--- src/rtl/timer_unit.sv ---
// timer_unit: memory-mapped multi-channel timer block.
// Each channel has CTRL / LOAD / COUNT / STATUS registers at a 16-byte
// stride above BASE_ADDR; a global PRESCALE register follows the last
// channel. Channels count up to LOAD, then fire a one-cycle tick, set the
// expired flag and either stop (one-shot), continue (periodic) or toggle
// their clkOut line (toggle).
// Build option: define TIMER_PRESCALE_EN to add a shared 16-bit prescaler.
// Without it every cycle is a step cycle, PRESCALE reads 0 and writes to it
// are ignored.
module timer_unit #(
   parameter int               NUM_CH    = 4,
   parameter int               CNT_BITS  = 32,
   parameter int               DBITS     = 32,
   parameter logic [DBITS-1:0] BASE_ADDR = 32'hF0000020
) (
   input  logic              clk,
   input  logic              reset,
   input  logic [DBITS-1:0]  addrIn,
   input  logic              wrtEn,
   input  logic              rdEn,
   input  logic [DBITS-1:0]  dataIn,
   output logic [DBITS-1:0]  dataOut,
   output logic [NUM_CH-1:0] tick,
   output logic [NUM_CH-1:0] clkOut,
   output logic              irq
);

   // Word-address arithmetic: byte lanes (addrIn[1:0]) never take part.
   localparam int WW  = DBITS - 2;
   localparam int CSW = WW - 2;

   localparam logic [WW-1:0] BASE_WORD = BASE_ADDR[DBITS-1:2];
   localparam logic [WW-1:0] LAST_OFF  = WW'(4 * NUM_CH);

   // Register selector within a channel block
   localparam logic [1:0] REG_CTRL   = 2'd0;
   localparam logic [1:0] REG_LOAD   = 2'd1;
   localparam logic [1:0] REG_COUNT  = 2'd2;
   localparam logic [1:0] REG_STATUS = 2'd3;

   // Channel modes (2'b11 behaves as periodic)
   localparam logic [1:0] MODE_ONESHOT = 2'b00;
   localparam logic [1:0] MODE_TOGGLE  = 2'b10;

   // ------------------------------------------------------------------
   // Channel state
   // ------------------------------------------------------------------
   logic [NUM_CH-1:0]   r_en;
   logic [NUM_CH-1:0]   r_irqen;
   logic [1:0]          r_mode  [NUM_CH];
   logic [CNT_BITS-1:0] r_load  [NUM_CH];
   logic [CNT_BITS-1:0] r_count [NUM_CH];
   logic [NUM_CH-1:0]   r_expired;
   logic [NUM_CH-1:0]   r_tick;
   logic [NUM_CH-1:0]   r_clkout;
   logic                r_irq;
   logic [DBITS-1:0]    r_dout;

   // ------------------------------------------------------------------
   // Address decode
   // ------------------------------------------------------------------
   logic [WW-1:0]     w_word;
   logic [WW-1:0]     w_off;
   logic              w_hit;
   logic              w_pre_sel;
   logic [CSW-1:0]    w_chsel;
   logic [1:0]        w_reg;
   logic [NUM_CH-1:0] w_sel;
   logic [NUM_CH-1:0] w_ctrl_wr;
   logic [NUM_CH-1:0] w_load_wr;
   logic [NUM_CH-1:0] w_stat_wr;
   logic [NUM_CH-1:0] w_start;
   logic [NUM_CH-1:0] w_run;
   logic              w_step;
   logic [DBITS-1:0]  w_rdata;

   assign w_word    = addrIn[DBITS-1:2];
   assign w_off     = w_word - BASE_WORD;
   assign w_hit     = (w_word >= BASE_WORD) && (w_off <= LAST_OFF);
   assign w_pre_sel = w_hit && (w_off == LAST_OFF);
   assign w_chsel   = w_off[WW-1:2];
   assign w_reg     = w_off[1:0];

   // Per-channel select, write strobes and run/start qualification.
   // A CTRL write that keeps en=1 lets the channel step that cycle; an
   // en 0->1 write restarts COUNT at 0 instead of stepping.
   always_comb begin
      w_sel     = '0;
      w_ctrl_wr = '0;
      w_load_wr = '0;
      w_stat_wr = '0;
      w_start   = '0;
      w_run     = '0;
      for (int unsigned c = 0; c < NUM_CH; c++) begin
         w_sel[c]     = w_hit && (w_chsel == CSW'(c));
         w_ctrl_wr[c] = wrtEn && w_sel[c] && (w_reg == REG_CTRL);
         w_load_wr[c] = wrtEn && w_sel[c] && (w_reg == REG_LOAD);
         w_stat_wr[c] = wrtEn && w_sel[c] && (w_reg == REG_STATUS);
         w_start[c]   = w_ctrl_wr[c] && dataIn[0] && !r_en[c];
         w_run[c]     = r_en[c] && (!w_ctrl_wr[c] || dataIn[0]);
      end
   end

   // ------------------------------------------------------------------
   // Optional shared prescaler
   // ------------------------------------------------------------------
`ifdef TIMER_PRESCALE_EN
   logic [15:0] r_prescale;
   logic [15:0] r_pcnt;
   logic        w_pre_wr;
   logic        w_unused_bits;

   assign w_pre_wr      = wrtEn && w_pre_sel;
   assign w_step        = (r_pcnt == r_prescale);
   assign w_unused_bits = ^{addrIn[1:0], dataIn};

   // Prescale register and free-running step counter; a PRESCALE write
   // realigns the counter so the new ratio starts cleanly.
   always_ff @(posedge clk or negedge reset) begin
      if (!reset) begin
         r_prescale <= '0;
         r_pcnt     <= '0;
      end else if (w_pre_wr) begin
         r_prescale <= dataIn[15:0];
         r_pcnt     <= '0;
      end else if (w_step) begin
         r_pcnt <= '0;
      end else begin
         r_pcnt <= r_pcnt + 16'd1;
      end
   end
`else
   logic w_unused_bits;

   assign w_step        = 1'b1;
   assign w_unused_bits = ^{addrIn[1:0], dataIn, w_pre_sel};
`endif

   // ------------------------------------------------------------------
   // Read mux (combinational; registered into dataOut below)
   // ------------------------------------------------------------------
   // Selects the addressed register, zero-extended; unmapped reads give 0.
   always_comb begin
      w_rdata = '0;
      for (int unsigned c = 0; c < NUM_CH; c++) begin
         if (w_sel[c]) begin
            case (w_reg)
               REG_CTRL:   w_rdata[3:0] = {r_irqen[c], r_mode[c], r_en[c]};
               REG_LOAD:   w_rdata[CNT_BITS-1:0] = r_load[c];
               REG_COUNT:  w_rdata[CNT_BITS-1:0] = r_count[c];
               default:    w_rdata[0] = r_expired[c];
            endcase
         end
      end
`ifdef TIMER_PRESCALE_EN
      if (w_pre_sel) begin
         w_rdata[15:0] = r_prescale;
      end
`endif
   end

   // ------------------------------------------------------------------
   // Channel counters, control and status
   // ------------------------------------------------------------------
   // Statement order matters: the event path follows the CTRL write (so a
   // one-shot expiry clears en) and the STATUS clear (so a set wins).
   always_ff @(posedge clk or negedge reset) begin
      if (!reset) begin
         r_en      <= '0;
         r_irqen   <= '0;
         r_expired <= '0;
         r_tick    <= '0;
         r_clkout  <= '0;
         for (int unsigned c = 0; c < NUM_CH; c++) begin
            r_mode[c]  <= '0;
            r_load[c]  <= '0;
            r_count[c] <= '0;
         end
      end else begin
         r_tick <= '0;
         for (int unsigned c = 0; c < NUM_CH; c++) begin
            if (w_ctrl_wr[c]) begin
               r_en[c]    <= dataIn[0];
               r_mode[c]  <= dataIn[2:1];
               r_irqen[c] <= dataIn[3];
            end
            if (w_load_wr[c]) begin
               r_load[c] <= dataIn[CNT_BITS-1:0];
            end
            if (w_stat_wr[c] && dataIn[0]) begin
               r_expired[c] <= 1'b0;
            end
            if (w_start[c]) begin
               r_count[c] <= '0;
            end else if (w_run[c] && w_step) begin
               // >= rather than == so a LOAD lowered below COUNT fires at
               // once instead of wrapping through the full counter range.
               if (r_count[c] >= r_load[c]) begin
                  r_count[c]   <= '0;
                  r_tick[c]    <= 1'b1;
                  r_expired[c] <= 1'b1;
                  if (r_mode[c] == MODE_ONESHOT) begin
                     r_en[c] <= 1'b0;
                  end
                  if (r_mode[c] == MODE_TOGGLE) begin
                     r_clkout[c] <= ~r_clkout[c];
                  end
               end else begin
                  r_count[c] <= r_count[c] + 1'b1;
               end
            end
         end
      end
   end

   // ------------------------------------------------------------------
   // Interrupt and read data registers
   // ------------------------------------------------------------------
   // Interrupt follows the expired flags one cycle later.
   always_ff @(posedge clk or negedge reset) begin
      if (!reset) begin
         r_irq <= 1'b0;
      end else begin
         r_irq <= |(r_expired & r_irqen);
      end
   end

   // Load data captured on rdEn and held until the next read.
   always_ff @(posedge clk or negedge reset) begin
      if (!reset) begin
         r_dout <= '0;
      end else if (rdEn) begin
         r_dout <= w_rdata;
      end
   end

   assign dataOut = r_dout;
   assign tick    = r_tick;
   assign clkOut  = r_clkout;
   assign irq     = r_irq;

endmodule
--- config.mk ---
export PLATFORM = sky130hd
export DESIGN_NAME = timer_unit
export DESIGN_NICKNAME = d
export VERILOG_FILES = /design/src/rtl/timer_unit.sv
export SDC_FILE = /design/constraint.sdc
export NUM_CORES = 1
export LEC_CHECK = 0
export ABC_AREA = 1
export CAP_MARGIN = 20
export CELL_PAD_IN_SITES_DETAIL_PLACEMENT = 1
export CELL_PAD_IN_SITES_GLOBAL_PLACEMENT = 1
export CORE_MARGIN = 4
export CORE_UTILIZATION = 40
export CTS_CLUSTER_SIZE = 16
export DETAILED_ROUTE_END_ITERATION = 8
export PLACE_DENSITY = 0.7
export SLEW_MARGIN = 10
export SYNTH_ARGS = -nofsm -noshare
export SYNTH_HDL_FRONTEND = slang
export SYNTH_SLANG_ARGS = --single-unit
export TNS_END_PERCENT = 20
--- constraint.sdc ---
create_clock -name clk -period 2.86 [get_ports clk]
set_input_delay 0.858 -clock clk [delete_from_list [all_inputs] [get_ports clk]]
set_output_delay 0.858 -clock clk [all_outputs]
set_load 0.03 [all_outputs]
==> results of run 1 <==
cells in the final DEF, fill, tap and decap left out, drive strengths merged:
cell / instances
o31ai: 3
o211ai: 13
nand3: 290
diode: 1
o21bai: 1
nor4b: 3
and3: 2
inv: 396
xor2: 69
dlymetal6s2s: 2
nor2: 272
a22o: 1
nor3: 70
a31oi: 4
nand4: 96
o21a: 7
o21ai: 262
dfrtp: 317
a22oi: 2
a211oi: 3
o221ai: 9
dlygate4sd2: 4
a21oi: 157
or2: 4
nor3b: 6
nand2: 904
clkinv: 13
xnor2: 15
o2111ai: 2
bufinv: 3
nor4: 30
clkbuf: 76
ha: 138
nand3b: 10
buf: 338
clkdlybuf4s50: 78
o22ai: 27
clkinvlp: 2
final cells by class:
cell class	instances	share of cell area, %
Timing Repair Buffer	438	14.3
Clock inverter	13	0.495
Tap cell	756	3.23
Antenna cell	1	0.00853
Multi-Input combinational cell	2400	45.4
Sequential cell	317	27.0
Clock buffer	60	4.37
Inverter	401	5.15
cells in the mapped netlist (9+ instances only):
library cell / number
o211ai_1: 13
nor2_1: 253
nor4_1: 30
nand2_2: 17
nand4_1: 90
buf_2: 30
buf_6: 12
o21ai_1: 69
xor2_1: 69
buf_4: 9
o221ai_1: 9
o22ai_1: 27
nand3_1: 281
xnor2_1: 15
nand2_1: 886
inv_1: 393
nand3b_1: 10
ha_1: 138
nor3_1: 70
dfrtp_1: 317
a21oi_1: 156
o21ai_0: 192
clkbuf_1: 72
power by group:
part	total [uW]	switching (uW)	internal [uW]
logic	1080	719	359
registers	4550	36.1	4520
clock network	5550	2180	3370
path summary, 6_finish.rpt:
kind	from	to	slack (ns)	cells past startpoint
min	reset	r_count[104]	0.24	1
min reg2reg	r_load[67]	r_load[67]	0.48	2
max in group asynchronous	reset	r_count[87]	1.84	2
min in group clk	r_load[67]	r_load[67]	0.48	2
max	addrIn[11]	dataOut[28]	0.0003	21
max reg2reg	r_count[83]	r_count[71]	0.25	11
what timing repair did:
action                                  CTS  global route
hold endpoints to repair                  0             0
pin swaps                                43            78
hold buffers                              0             0
cloned                                    2             6
buffers inserted                         12            14
endpoints found under the setup margin  316           303
resized for setup                       111           183
sequential cells by signal (all words and copies together) (netlist names):
signal     flops
r_irqen        4
tick           4
r_count      128
clkOut         4
r_expired      4
irq            1
dataOut       32
r_en           4
r_load       128
r_mode         8
layer usage:
metal	GRT usage [%]	wire [um]
met1	46.5	46100
met2	51.3	46400
met3	4.31	5360
met4	12.1	4040
met5	0	13
through the flow:
step           TNS [ns]  instances  setup slack, ns
5_1_grt           -2.85       4385           -0.169
6_report              0       4386         0.000269
3_3_place_gp    -254.03       4278           -0.962
2_1_floorplan         0       3249          0.00962
4_1_cts               0       4365          0.00642
3_5_place_dp    -275.07       4278            -1.02
worst max-delay path, cell delays in order:
cell and delay, ns:
buf_2 0.14, nor2_4 0.12, buf_4 0.13, nand2_4 0.07, nor2_8 0.16, nand2_2 0.09, nand2_1 0.09, nand2_1 0.10
clkinv_1 0.07, nand3_2 0.07, nor2_4 0.16, nand3_2 0.12, nor2_4 0.16, buf_6 0.15, nand2_4 0.06, nor2_4 0.26
clkbuf_16 0.24, nand2_2 0.06, nand2_2 0.06, inv_1 0.06, a21oi_2 0.13
kinds of logic after synthesis:
logic type,count (synthesis),synth area share (%)
simple gates,1687,33.1
buf+inv,532,9.51
compound gates,491,11.6
flops,317,35.0
fa+ha+maj,138,7.61
xor+xnor,84,3.24
==> flow_metrics.py, run 1 <==
metrics = {
    "floorplan": {
        "die_h_um": 246,
        "die_area_mm2": 0.0606,
        "core_area_mm2": 0.0563,
        "dieWidth_um": 246,
        "ios": 109,
        "initial_utilization_pct": 40.3,
        "rows": 87,
    },
    "power": {
        "powerDensity_mw_per_mm2": 381,
        "total_power_uw": 11200,
        "peakVddDrop_v": 0.000386,
        "power_leakage_uw": 0.0133,
    },
    "placed_design": {
        "placed_area_mm2": 0.0268,
        "portBuffers": 106,
        "dpl.hpwl_um": 76400,
        "routabilityCongestion": 1.02,
    },
    "yosys": {
        "synth_top_area_cell": "dfrtp_1",
        "yosysUniqueCellTypes": 49,
        "netlist_area_mm2": 0.0227,
        "synth_edf_count": 0,
        "synth-async-reset-ratio_pct": 100,
        "synthTopCellsByArea": "dfrtp_1 (35%), nand2_1 (15%), ha_1 (7.6%)",
        "avgSynthCellArea_um2": 6.98,
        "synth_cells": 3249,
        "synthesis.nets": 3455,
        "yosys_warnings": 0,
        "ys_seq_elements": 317,
        "ys.flop_type": "dfrtp_1",
        "seq_area_frac_synth_pct": 35.0,
        "synth_top_cell_area_share_pct": 35.0,
    },
    "final_layout": {
        "nFillCells": 7064,
        "final_area_mm2": 0.0293,
        "final-seq-area_mm2": 0.00793,
        "drive_above_1_share_pct": 17.2,
        "multi_input_area_mm2": 0.0133,
        "utilization_pct": 52.1,
        "syn2layout_area_growth_pct": 29.3,
        "final_nets": 3806,
    },
    "setup_path": {
        "cp.required_ns": 3.37,
        "crit_arrival_ns": 3.37,
        "cp-end-kind": "flip-flop",
        "crit_type": "in -> reg",
        "critPathMaxFanout": 8,
        "worst_setup_path_start_kind": "primary input",
    },
    "sta": {
        "slew_viol_final": 0,
        "whs_ns": 0.236,
        "slew_headroom_pct": 48.4,
        "finalCritPeriodShare_pct": 100,
        "tightest_slew_ns": 0.773,
        "finalCriticalPeriod_ns": 2.86,
        "setup_viol": 0,
        "clock_skew_ns": 0.0113,
        "max_freq_mhz": 350,
        "hold_viol_final": 0,
        "rsz0062_at_grt": "true",
    },
    "clock_network": {
        "clk_path_buf_depth": 3,
        "path_clk_slew_ns": 0.06,
        "numCtsBuffers": 42,
        "cts_root_buf": "clkbuf_16",
        "clkSinkCount": 317,
        "cts_tree": "built",
        "h-tree-depth": 2,
        "insertion_delay_ns": 0.58,
    },
    "job": {
        "maxCapViolCount": 0,
    },
    "route": {
        "wl_um": 102000,
        "dr.pass1.iters": 5,
        "routed_via_density": 5.61,
        "vias": 24600,
        "post-route-drc-count": 0,
        "drtIter0Drc": 2030,
        "ant_nets": 0,
        "wire_per_inst_um": 23.2,
    },
    "global_routing": {
        "grt_pass1_vias": 25200,
        "grt_overflow_total": 0,
        "antenna_found_initial": 1,
        "grt_usage_pct": 32.8,
        "grt_max_degree": 65,
        "grt_pass1_wl_um": 153000,
    },
    "hold_path": {
        "min_path_type": "in -> async",
    },
    "status": {
        "status": "finished, final reports clean",
    },
}
Power figures use the tool's default switching activity.
==> inputs of run 2 (changes only) <==
CORE_UTILIZATION = 45   (was 40)
PLACE_DENSITY = 0.77   (was 0.7)
==> flow_metrics.py, run 2 (synthesis results as in run 1) <==
metrics = {
    "final_layout": {
        "syn2layout_area_growth_pct": 29.3,
        "multi_input_area_mm2": 0.0134,
        "nFillCells": 6322,
        "finalNonFillerCells": 4291,
        "drive_above_1_share_pct": 17.2,
        "final_area_mm2": 0.0293,
        "layout_commonest_cell": "nand2_1",
        "final-seq-area_mm2": 0.00794,
        "final_cell_mix": "nand2_1 (842), inv_1 (384), dfrtp_1 (315), nand3_1 (249), buf_4 (242)",
        "final_nets": 3793,
    },
    "floorplan": {
        "die_h_um": 233,
        "rows": 82,
        "core_area_mm2": 0.0500,
        "dieWidth_um": 233,
        "die_area_mm2": 0.0541,
        "ios": 109,
        "initial_utilization_pct": 45.4,
    },
    "status": {
        "violations": "negative setup slack",
        "status": "finished with violations",
    },
    "setup_path": {
        "cp-end-kind": "flip-flop",
        "reg2reg_slack_ns": 0.15,
        "cp.required_ns": 3.31,
        "crit_chain": "buf_2 > nor2_4 > nand2_4 > nor2_4 > buf_6 > buf_6 > nand4_1 > nand2_1 > nand2_2 > nor2_4 > nand2_4 > nor2_8 > buf_12 > buf_12 > nand2_2 > nor2_4 > buf_6 > nand4_4 > clkbuf_16 > nand3_1 > nand2_1",
        "worst_setup_path_start_kind": "primary input",
        "crit_family": "simple AND/OR/NAND/NOR gates",
        "critPathMaxFanout": 13,
        "reg2reg_to": "r_count[124]",
        "crit_arrival_ns": 3.42,
        "r2r-start": "r_load[123]",
        "crit_buf_inv": 7,
        "crit_type": "in -> reg",
        "cpPeakStageDelay_ns": 0.23,
        "r2r_cells": 12,
        "crit_top_cell": "nor2_4",
        "cp_slowest_cell": "clkbuf_16",
    },
    "route": {
        "dr.pass1.iters": 5,
        "drtIter0Drc": 2339,
        "routed_via_density": 5.95,
        "vias": 25500,
        "ant_nets": 0,
        "wire_per_inst_um": 25.1,
        "post-route-drc-count": 0,
        "wl_um": 108000,
    },
    "sta": {
        "slew_headroom_pct": 41.3,
        "clock_skew_ns": 0.0294,
        "finalCritPeriodShare_pct": 104,
        "rsz0062_at_grt": "true",
        "finalWorstSetupSlack_ns": -0.108,
        "hold_viol_final": 0,
        "tightest_slew_ns": 0.880,
        "whs_ns": 0.256,
        "setup_viol": 134,
        "max_freq_mhz": 337,
        "finalCriticalPeriod_ns": 2.97,
        "final.setup.tns_ns": -5.14,
        "slew_viol_final": 0,
    },
    "clock_network": {
        "insertion_delay_ns": 0.59,
        "cts_tree": "built",
        "cts_root_buf": "clkbuf_16",
        "clkSinkCount": 317,
        "h-tree-depth": 2,
        "path_clk_slew_ns": 0.05,
        "numCtsBuffers": 41,
        "clk_path_buf_depth": 3,
    },
    "placed_design": {
        "portBuffers": 106,
        "placed_cells": 4158,
        "placed_area_mm2": 0.0264,
        "routabilityCongestion": 1.02,
        "dpl.hpwl_um": 76800,
    },
    "global_routing": {
        "antenna_found_initial": 4,
        "grt_usage_pct": 38.2,
        "grt_pass1_vias": 26100,
        "grt_pass1_wl_um": 159000,
        "grt_max_degree": 64,
        "grt_overflow_total": 0,
    },
    "power": {
        "p_sw_share_pct": 27.1,
        "p_comb_share_pct": 10.1,
        "peakVddDrop_v": 0.000358,
        "total_power_uw": 11100,
        "p_clk_share_pct": 48.8,
        "seqPwrFrac_pct": 41.0,
        "switchingPower_uw": 3010,
        "powerDensity_mw_per_mm2": 378,
        "internal-power_uw": 8090,
        "power_leakage_uw": 0.0132,
    },
    "hold_path": {
        "min_path_type": "in -> async",
    },
    "job": {
        "maxCapViolCount": 0,
    },
}
run 2: changes by cell type in the layout (fill, tap and decap cells not counted), moves of 5 or more:
| cell | previous run | this run |
|---|---|---|
| a21oi_2 | 21 | 11 |
| clkbuf_16 | 50 | 45 |
| a21oi_1 | 136 | 146 |
| nand2_1 | 833 | 842 |
| nand3_2 | 12 | 31 |
| buf_4 | 264 | 242 |
| o21ai_1 | 72 | 80 |
| nand3_1 | 270 | 249 |
| o21ai_0 | 189 | 180 |
| nand2_4 | 24 | 18 |
| buf_6 | 21 | 30 |
run 2: metrics by stage:
stage | setup WS [ns] | utilization [%]
final | -0.108 | 58.7
after global routing | -0.148 | 58.7
after CTS | -0.0137 | 57.3
after detailed placement | -1.15 | 52.8
after global placement | -1.05 | 52.8
after floorplan | 0.00962 | -
run 2: layer usage:
layer  share of wire (%)  GRT usage, %  routed length [um]  vias to the layer above
li1                    -             -                   -                    11400
met1                  41          51.5               44300                    12800
met2                  46          61.3               49800                     1022
met3                 6.8          4.82                7280                      311
met4                 5.8          17.7                6280                        2
met5               0.016             0                  17                        -
run 2: worst max path at each step:
stage / start / endpoint / depth (start not counted)
2_1_floorplan: addrIn[5] / r_count[114] / 19
6_report: addrIn[12] / r_count[67] / 21
3_5_place_dp: addrIn[9] / r_expired[1] / 16
5_1_grt: addrIn[8] / dataOut[25] / 21
3_3_place_gp: addrIn[16] / r_expired[1] / 16
4_1_cts: addrIn[11] / r_count[102] / 19
run 2: timing repair:
action	CTS	global route
hold buffers	0	0
gates resized for setup	170	193
cloned	7	6
setup buffers	31	15
setup endpoints to repair	315	310
pin swaps	57	85
run 2: power by group through the flow:
stage          Sequential, uW  Combinational, uW  Clock (uW)
2_1_floorplan            4680                288           0
3_3_place_gp             4630                986           0
3_5_place_dp             4630               1010           0
4_1_cts                  4550               1040        5450
5_1_grt                  4550               1170        5640
6_report                 4550               1130        5420
run 2: cell type report:
| class | count | area share [%] |
|---|---|---|
| multi-input combinational | 2400 | 45.8 |
| sequential | 317 | 27.1 |
| timing repair buffer | 426 | 14.4 |
| inverter | 401 | 5.18 |
| clock buffer | 54 | 3.94 |
| tap | 672 | 2.87 |
| clock inverter | 17 | 0.712 |
| antenna | 4 | 0.0341 |
run 2: worst reg2reg max path, stage by stage (launching register included):
cell and delay, ns:
dfrtp_1 0.38, inv_1 0.06, ha_1 0.30, nand2_1 0.08
nor2_1 0.17, nand2_1 0.10, nor4_1 0.54, nand2_1 0.19
nand3_1 0.23, inv_2 0.13, nand3_4 0.14, buf_12 0.15
o21ai_0 0.12
==> inputs of run 3 (changes only) <==
HOLD_SLACK_MARGIN = 0.05   (was not set)
==> results of run 3 <==
The final DEF is identical to that of run 2; final timing and power are the same.
